[config.mk]
export PLATFORM = sky130hd
export DESIGN_NAME = exe_stage
export DESIGN_NICKNAME = d
export VERILOG_FILES = /design/src/rtl/exe_stage.sv
export SDC_FILE = /design/constraint.sdc
export NUM_CORES = 2
export LEC_CHECK = 0
export BUFFER_PORTS_ARGS = -buffer_cell sky130_fd_sc_hd__buf_2
export CAP_MARGIN = 20
export CORE_MARGIN = 5
export CORE_UTILIZATION = 40
export DETAILED_ROUTE_END_ITERATION = 16
export HOLD_SLACK_MARGIN = 0.03
export PLACE_DENSITY = 0.68
export SLEW_MARGIN = 20
export SYNTH_ARGS = -nofsm -noshare
export SYNTH_HDL_FRONTEND = slang
export SYNTH_SLANG_ARGS = --single-unit
export TNS_END_PERCENT = 20
[constraint.sdc]
create_clock -name clk -period 8.15 [get_ports clk]
set_clock_uncertainty 0.1 [all_clocks]
set_input_delay 1.63 -clock clk [delete_from_list [all_inputs] [get_ports clk]]
set_output_delay 1.63 -clock clk [all_outputs]
set_load 0.02 [all_outputs]
[src/rtl/exe_stage.sv]
// Execute stage of the 5-stage MIPS pipeline: ALU, HI/LO pair, single-cycle multiplier,
// 32-step restoring divider, data-SRAM request and forwarding info back to decode.
module exe_stage #(
    parameter int DS_TO_ES_BUS_WD = 145,
    parameter int ES_TO_MS_BUS_WD = 71,
    parameter int ES_FWD_BUS_WD   = 39
) (
    input  logic                       clk,
    input  logic                       resetn,
    input  logic                       ms_allowin,
    output logic                       es_allowin,
    input  logic                       ds_to_es_valid,
    input  logic [DS_TO_ES_BUS_WD-1:0] ds_to_es_bus,
    output logic                       es_to_ms_valid,
    output logic [ES_TO_MS_BUS_WD-1:0] es_to_ms_bus,
    output logic [ES_FWD_BUS_WD-1:0]   es_fwd_bus,
    output logic                       data_sram_en,
    output logic [3:0]                 data_sram_wen,
    output logic [31:0]                data_sram_addr,
    output logic [31:0]                data_sram_wdata
);

    typedef struct packed {
        logic        mult, multu, div, divu, mfhi, mflo, mthi, mtlo;
        logic [11:0] alu_op;
        logic        load_op, src1_is_sa, src1_is_pc, src2_is_imm;
        logic        src2_is_uimm, src2_is_8, gr_we, mem_we;
        logic [4:0]  dest;
        logic [15:0] imm;
        logic [31:0] rs_value, rt_value, pc;
    } ds_bus_t;

    typedef enum logic [1:0] {
        DIV_IDLE = 2'd0,
        DIV_BUSY = 2'd1,
        DIV_DONE = 2'd2
    } div_state_t;

    ds_bus_t     ds;
    logic        es_valid;
    logic        es_ready_go;
    logic        es_retire;
    logic        es_is_div;
    logic [31:0] src1, src2;
    logic [31:0] add_result, sub_result, alu_result, es_result;
    logic [63:0] mul_a, mul_b, product;
    logic [31:0] hi, lo;

    div_state_t  div_state, div_next;
    logic        div_start, div_step;
    logic [4:0]  div_cnt;
    logic [31:0] div_rem, div_quot, div_dsor;
    logic        div_q_neg, div_r_neg;
    logic [32:0] div_trial;
    logic [31:0] dividend_abs, divisor_abs;
    logic [31:0] quot_fixed, rem_fixed;

    // ---------------- pipeline handshake ----------------
    assign es_allowin     = !es_valid || (es_ready_go && ms_allowin);
    assign es_to_ms_valid = es_valid && es_ready_go;
    assign es_retire      = es_valid && es_ready_go && ms_allowin;
    assign es_is_div      = ds.div | ds.divu;

    // NOTE: sequential state is written with <= only, so every flop samples pre-edge values.
    always_ff @(posedge clk or negedge resetn) begin
        if (!resetn)         es_valid <= 1'b0;
        else if (es_allowin) es_valid <= ds_to_es_valid;
    end

    always_ff @(posedge clk or negedge resetn) begin
        if (!resetn)                             ds <= '0;
        else if (es_allowin && ds_to_es_valid)   ds <= ds_to_es_bus;
    end

    // ---------------- operands and ALU ----------------
    assign src1 = ds.src1_is_sa   ? {27'b0, ds.imm[10:6]} :
                  ds.src1_is_pc   ? ds.pc : ds.rs_value;
    assign src2 = ds.src2_is_imm  ? {{16{ds.imm[15]}}, ds.imm} :
                  ds.src2_is_uimm ? {16'b0, ds.imm} :
                  ds.src2_is_8    ? 32'd8 : ds.rt_value;

    assign add_result = src1 + src2;
    assign sub_result = src1 - src2;

    always_comb begin
        // NOTE: default first so every path assigns alu_result and no latch is inferred.
        alu_result = '0;
        if (ds.alu_op[0])  alu_result = alu_result | add_result;
        if (ds.alu_op[1])  alu_result = alu_result | sub_result;
        if (ds.alu_op[2])  alu_result = alu_result | {31'b0, $signed(src1) < $signed(src2)};
        if (ds.alu_op[3])  alu_result = alu_result | {31'b0, src1 < src2};
        if (ds.alu_op[4])  alu_result = alu_result | (src1 & src2);
        if (ds.alu_op[5])  alu_result = alu_result | ~(src1 | src2);
        if (ds.alu_op[6])  alu_result = alu_result | (src1 | src2);
        if (ds.alu_op[7])  alu_result = alu_result | (src1 ^ src2);
        if (ds.alu_op[8])  alu_result = alu_result | (src2 << src1[4:0]);
        if (ds.alu_op[9])  alu_result = alu_result | (src2 >> src1[4:0]);
        if (ds.alu_op[10]) alu_result = alu_result | 32'($signed(src2) >>> src1[4:0]);
        if (ds.alu_op[11]) alu_result = alu_result | {src2[15:0], 16'b0};
    end

    assign es_result = ds.mfhi ? hi : ds.mflo ? lo : alu_result;

    // Sign-extending to 64 bits lets one unsigned multiplier serve both mult and multu.
    assign mul_a   = {{32{ds.mult & ds.rs_value[31]}}, ds.rs_value};
    assign mul_b   = {{32{ds.mult & ds.rt_value[31]}}, ds.rt_value};
    assign product = mul_a * mul_b;

    // ---------------- divider FSM ----------------
    always_ff @(posedge clk or negedge resetn) begin
        if (!resetn) div_state <= DIV_IDLE;
        else         div_state <= div_next;
    end

    always_comb begin
        div_next = div_state;
        case (div_state)
            DIV_IDLE: if (div_start)        div_next = DIV_BUSY;
            DIV_BUSY: if (div_cnt == 5'd31) div_next = DIV_DONE;
            DIV_DONE: if (es_retire)        div_next = DIV_IDLE;
            default:                        div_next = DIV_IDLE;
        endcase
    end

    always_comb begin
        div_start   = (div_state == DIV_IDLE) && es_valid && es_is_div;
        div_step    = (div_state == DIV_BUSY);
        es_ready_go = !(es_is_div && (div_state != DIV_DONE));
    end

    assign dividend_abs = (ds.div && ds.rs_value[31]) ? -ds.rs_value : ds.rs_value;
    assign divisor_abs  = (ds.div && ds.rt_value[31]) ? -ds.rt_value : ds.rt_value;
    assign div_trial    = {div_rem, div_quot[31]} - {1'b0, div_dsor};

    // NOTE: the divider datapath is reset alongside HI/LO so an aborted divide leaves nothing behind.
    always_ff @(posedge clk or negedge resetn) begin
        if (!resetn) begin
            div_cnt   <= '0;
            div_rem   <= '0;
            div_quot  <= '0;
            div_dsor  <= '0;
            div_q_neg <= 1'b0;
            div_r_neg <= 1'b0;
        end else if (div_start) begin
            div_cnt   <= '0;
            div_rem   <= '0;
            div_quot  <= dividend_abs;
            div_dsor  <= divisor_abs;
            div_q_neg <= ds.div & (ds.rs_value[31] ^ ds.rt_value[31]);
            div_r_neg <= ds.div & ds.rs_value[31];
        end else if (div_step) begin
            div_cnt <= div_cnt + 5'd1;
            // A zero divisor never makes the trial negative: quotient saturates, remainder = dividend.
            if (!div_trial[32]) begin
                div_rem  <= div_trial[31:0];
                div_quot <= {div_quot[30:0], 1'b1};
            end else begin
                div_rem  <= {div_rem[30:0], div_quot[31]};
                div_quot <= {div_quot[30:0], 1'b0};
            end
        end
    end

    assign quot_fixed = div_q_neg ? -div_quot : div_quot;
    assign rem_fixed  = div_r_neg ? -div_rem  : div_rem;

    // ---------------- HI/LO: architectural update only on retire ----------------
    always_ff @(posedge clk or negedge resetn) begin
        if (!resetn) begin
            hi <= '0;
            lo <= '0;
        end else if (es_retire) begin
            if (ds.mult | ds.multu) {hi, lo} <= product;
            if (es_is_div) begin
                lo <= quot_fixed;
                hi <= rem_fixed;
            end
            if (ds.mthi) hi <= ds.rs_value;
            if (ds.mtlo) lo <= ds.rs_value;
        end
    end

    // ---------------- memory request and outgoing buses ----------------
    assign data_sram_en    = es_valid && (ds.load_op || ds.mem_we);
    assign data_sram_wen   = {4{es_valid && ds.mem_we}};
    assign data_sram_addr  = add_result;
    assign data_sram_wdata = ds.rt_value;

    assign es_to_ms_bus = {ds.load_op, ds.gr_we, ds.dest, es_result, ds.pc};
    assign es_fwd_bus   = {es_valid && ds.load_op, es_valid && ds.gr_we, ds.dest, es_result};

endmodule
==> results by group <==
Run status
  • Status: finished, final reports clean

Cells and area
  • Area occupied by multi-input gates: 0.0514 sq mm
  • NumNets Final: 9579
  • Layout cells sized above 1: 15.5%
  • Storage cell area: 0.00796 sq mm
  • Most common cell after layout, fill and taps aside: inv_1
  • FILL cells: 16000
  • Final Instance Count excl. Fillers: 10200
  • Most frequent cells in the layout: inv_1 (1278), fa_1 (1125), nand2_1 (1090)
  • Synth-to-Final Area Change: 11.7%

Clocking
  • Root Buffer: clkbuf_16
  • CTS Buf Count: 42
  • Clock Sinks: 315
  • Clk buf depth: 3
  • Clock-pin slew on the worst setup and hold paths: 0.07 ns
  • TritonCTS clock tree: built
  • Max H-tree Level: 2
  • Latest clock arrival within the worst-skew pair: 0.69 ns

Yosys
  • Cell area after synthesis: 0.0666 sq mm
  • Yosys top cell area share: 33.9%
  • Mapped Cells: 7727
  • FFs w/ async S/R, synth: 100%
  • Ys Warns: 0
  • Flops & latches, synth: 315
  • Syn_nets: 9359
  • Post-synth EDFFs: 0
  • Sequential share of the synthesized area: 11.8%
  • Post-synth cell types: 89
  • Top cell type by total area after synthesis: fa_1
  • Post-Syn Area per Cell: 8.62 sq um
  • Leading post-synthesis cells by cell area: fa_1 (34%), dfrtp_1 (12%), inv_1 (7.2%)
  • Most used DFF post-synth: dfrtp_1

Worst setup path
  • Largest stage delay, worst path: 0.58 ns
  • Worst setup path category: flip-flop to flip-flop
  • Crit-path slowest cell: dfrtp_2
  • Cell mode on critical path: fa_1
  • Crit path max fanout: 12
  • Flop2flop setup slack: 0.1 ns
  • Crit path launch type: flip-flop
  • Required @ worst endpoint: 8.61 ns
  • Buf/Inv on CP: 4
  • Crit end category: flip-flop
  • WP data arrival: 8.51 ns
  • Top delay family on crit path: adder cells

Die
  • Die width: 418 um
  • Die H: 418 um
  • Io pins: 330
  • Cell Rows: 149
  • Core Region: 0.165 sq mm
  • Initial core utilization: 40.3%
  • Die ar.: 0.175 sq mm

Placement
  • IO Port Bufs: 329
  • DP HPWL: 217000 um
  • Placed insts: 10100
  • RD Place Congestion: 1.02

STA
  • Max-Slew Margin vs Limit: 24.2%
  • Worst-margin pin slew: 1.13 ns
  • Final worst-path cycle share: 98.8%
  • Final-report setup violation count: 0
  • Final Hold Vio Count: 0
  • Unrepaired setup endpoints after global routing: yes
  • Crit path time final: 8.05 ns
  • Fmax: 124 MHz
  • Slew Limit Fails: 0

Detailed routing
  • DRT iter0 DRCs: 5504
  • Drt wl/cell: 26.1 um
  • Via count: 58300
  • Total routed wirelength: 266000 um
  • Detail Route Antenna Nets: 0
  • DR vias/cell: 5.72
  • # DRC: 0
  • DR pass1 iterations: 6

Worst hold path
  • Min-Delay Path Class: flip-flop to flip-flop

Global routing
  • Remaining Overflow, GRT: 0
  • GRT Total Usage: 29.8%
  • Vias in the first global route: 60400
  • Largest net degree at the start of global routing: 141
  • Initial antenna violation count: 20
  • First-pass GRT wire length: 392000 um

Flow run
  • Maxcap violations: 0
[synth_stat cells, types with 13 or more instances]
| master | instances |
|---|---|
| a2111oi_0 | 14 |
| a211oi_1 | 54 |
| a21o_1 | 75 |
| a21oi_1 | 340 |
| a221o_1 | 15 |
| a221oi_1 | 41 |
| a22oi_1 | 48 |
| a31oi_1 | 41 |
| and2_1 | 350 |
| and3_1 | 39 |
| buf_1 | 92 |
| buf_4 | 111 |
| clkbuf_1 | 417 |
| dfrtp_1 | 315 |
| fa_1 | 1128 |
| ha_1 | 355 |
| inv_1 | 1284 |
| mux2_2 | 156 |
| mux2i_1 | 185 |
| nand2_1 | 1096 |
| nand2b_1 | 23 |
| nand3_1 | 65 |
| nand4_1 | 19 |
| nor2_1 | 291 |
| nor2b_1 | 18 |
| nor3_1 | 57 |
| nor4_1 | 28 |
| nor4b_1 | 16 |
| o2111ai_1 | 24 |
| o211ai_1 | 56 |
| o21a_1 | 22 |
| o21ai_0 | 326 |
| o21bai_1 | 31 |
| o221ai_1 | 13 |
| o22ai_1 | 41 |
| o31ai_1 | 44 |
| o41ai_1 | 17 |
| or2_2 | 43 |
| or3_1 | 17 |
| xnor2_1 | 178 |
| xor2_1 | 82 |
[registers in the layout, summed over array words and instances (netlist names)]
name,flops
data_sram_wdata,32
div_cnt,5
div_dsor,32
div_q_neg,1
div_quot,32
div_r_neg,1
div_rem,32
div_state,2
ds,74
es_fwd_bus,5
es_to_ms_bus,34
es_valid,1
hi,32
lo,32
[worst paths after layout]
kind | start | endpoint | cells after the start
max | data_sram_wdata[31] | hi[26] | 25
min | div_dsor[15] | div_dsor[15] | 2
max reg2reg | data_sram_wdata[31] | hi[26] | 25
min reg2reg | div_dsor[15] | div_dsor[15] | 2
max in group asynchronous | resetn | data_sram_wdata[25] | 2
min in group asynchronous | resetn | data_sram_wdata[0] | 1
[layer usage]
metal | global-route usage (%) | part of all wire [%] | vias to the layer above
li1 | - | - | 24900
met1 | 36.0 | 37 | 29400
met2 | 47.4 | 45 | 3082
met3 | 5.99 | 9.2 | 865
met4 | 22.1 | 9.4 | 6
met5 | 0 | 0.013 | -
[stage by stage]
step	util [%]	cell area (sq um)	setup TNS (ns)	hold WS, ns	setup WS (ns)
floorplan	-	66600	0	0.345	0.0875
global placement	43.8	72300	-0.285	0.363	-0.124
detailed placement	43.8	72300	-0.878	0.371	-0.189
CTS	44.7	73900	-0.107	0.384	-0.0545
global route	45.0	74400	-0.286	0.409	-0.0592
finish	45.0	74400	0	0.379	0.0973
[cells by family (layout without fill, tap and decap cells)]
kind of cell / count (synthesis) / count (layout) / share of synthesized area (%)
AOI/OAI and AO/OA: 1297 / 1297 / 12.5
xor gates and xnor gates: 260 / 260 / 3.42
adders and majority gates: 1483 / 1483 / 40.6
buffers and inverters: 1918 / 2172 / 11.5
DFF: 315 / 315 / 11.8
muxes: 345 / 345 / 5.56
other: 0 / 18 / 0
and+or+nand+nor: 2109 / 2109 / 14.6
[tightest hold or removal path, cell delays in order, from the launching register on]
cell	delay, ns
dfrtp_1	0.34
nand2_1	0.05
o21ai_0	0.06
[area by class of cell]
cell class              instances  share of cell area [%]
inverters                    1288                    6.51
repair buffers                806                    7.81
flip-flops and latches        315                    10.7
clock buffers                  53                    1.54
well taps                    2189                    3.68
multi-input cells            5494                    69.2
diodes                         18                  0.0606
clock inverters                25                   0.532
[timing repair]
action / CTS / global route
setup endpoints to repair: 20 / 42
gates cloned: 0 / 3
buffers inserted: 0 / 9
hold buffers: 0 / 0
resized for setup: 7 / 79
pin swaps: 0 / 21
Power is not shown: default switching activity piles up to over one toggle a cycle in this logic, so the estimate is an artifact.
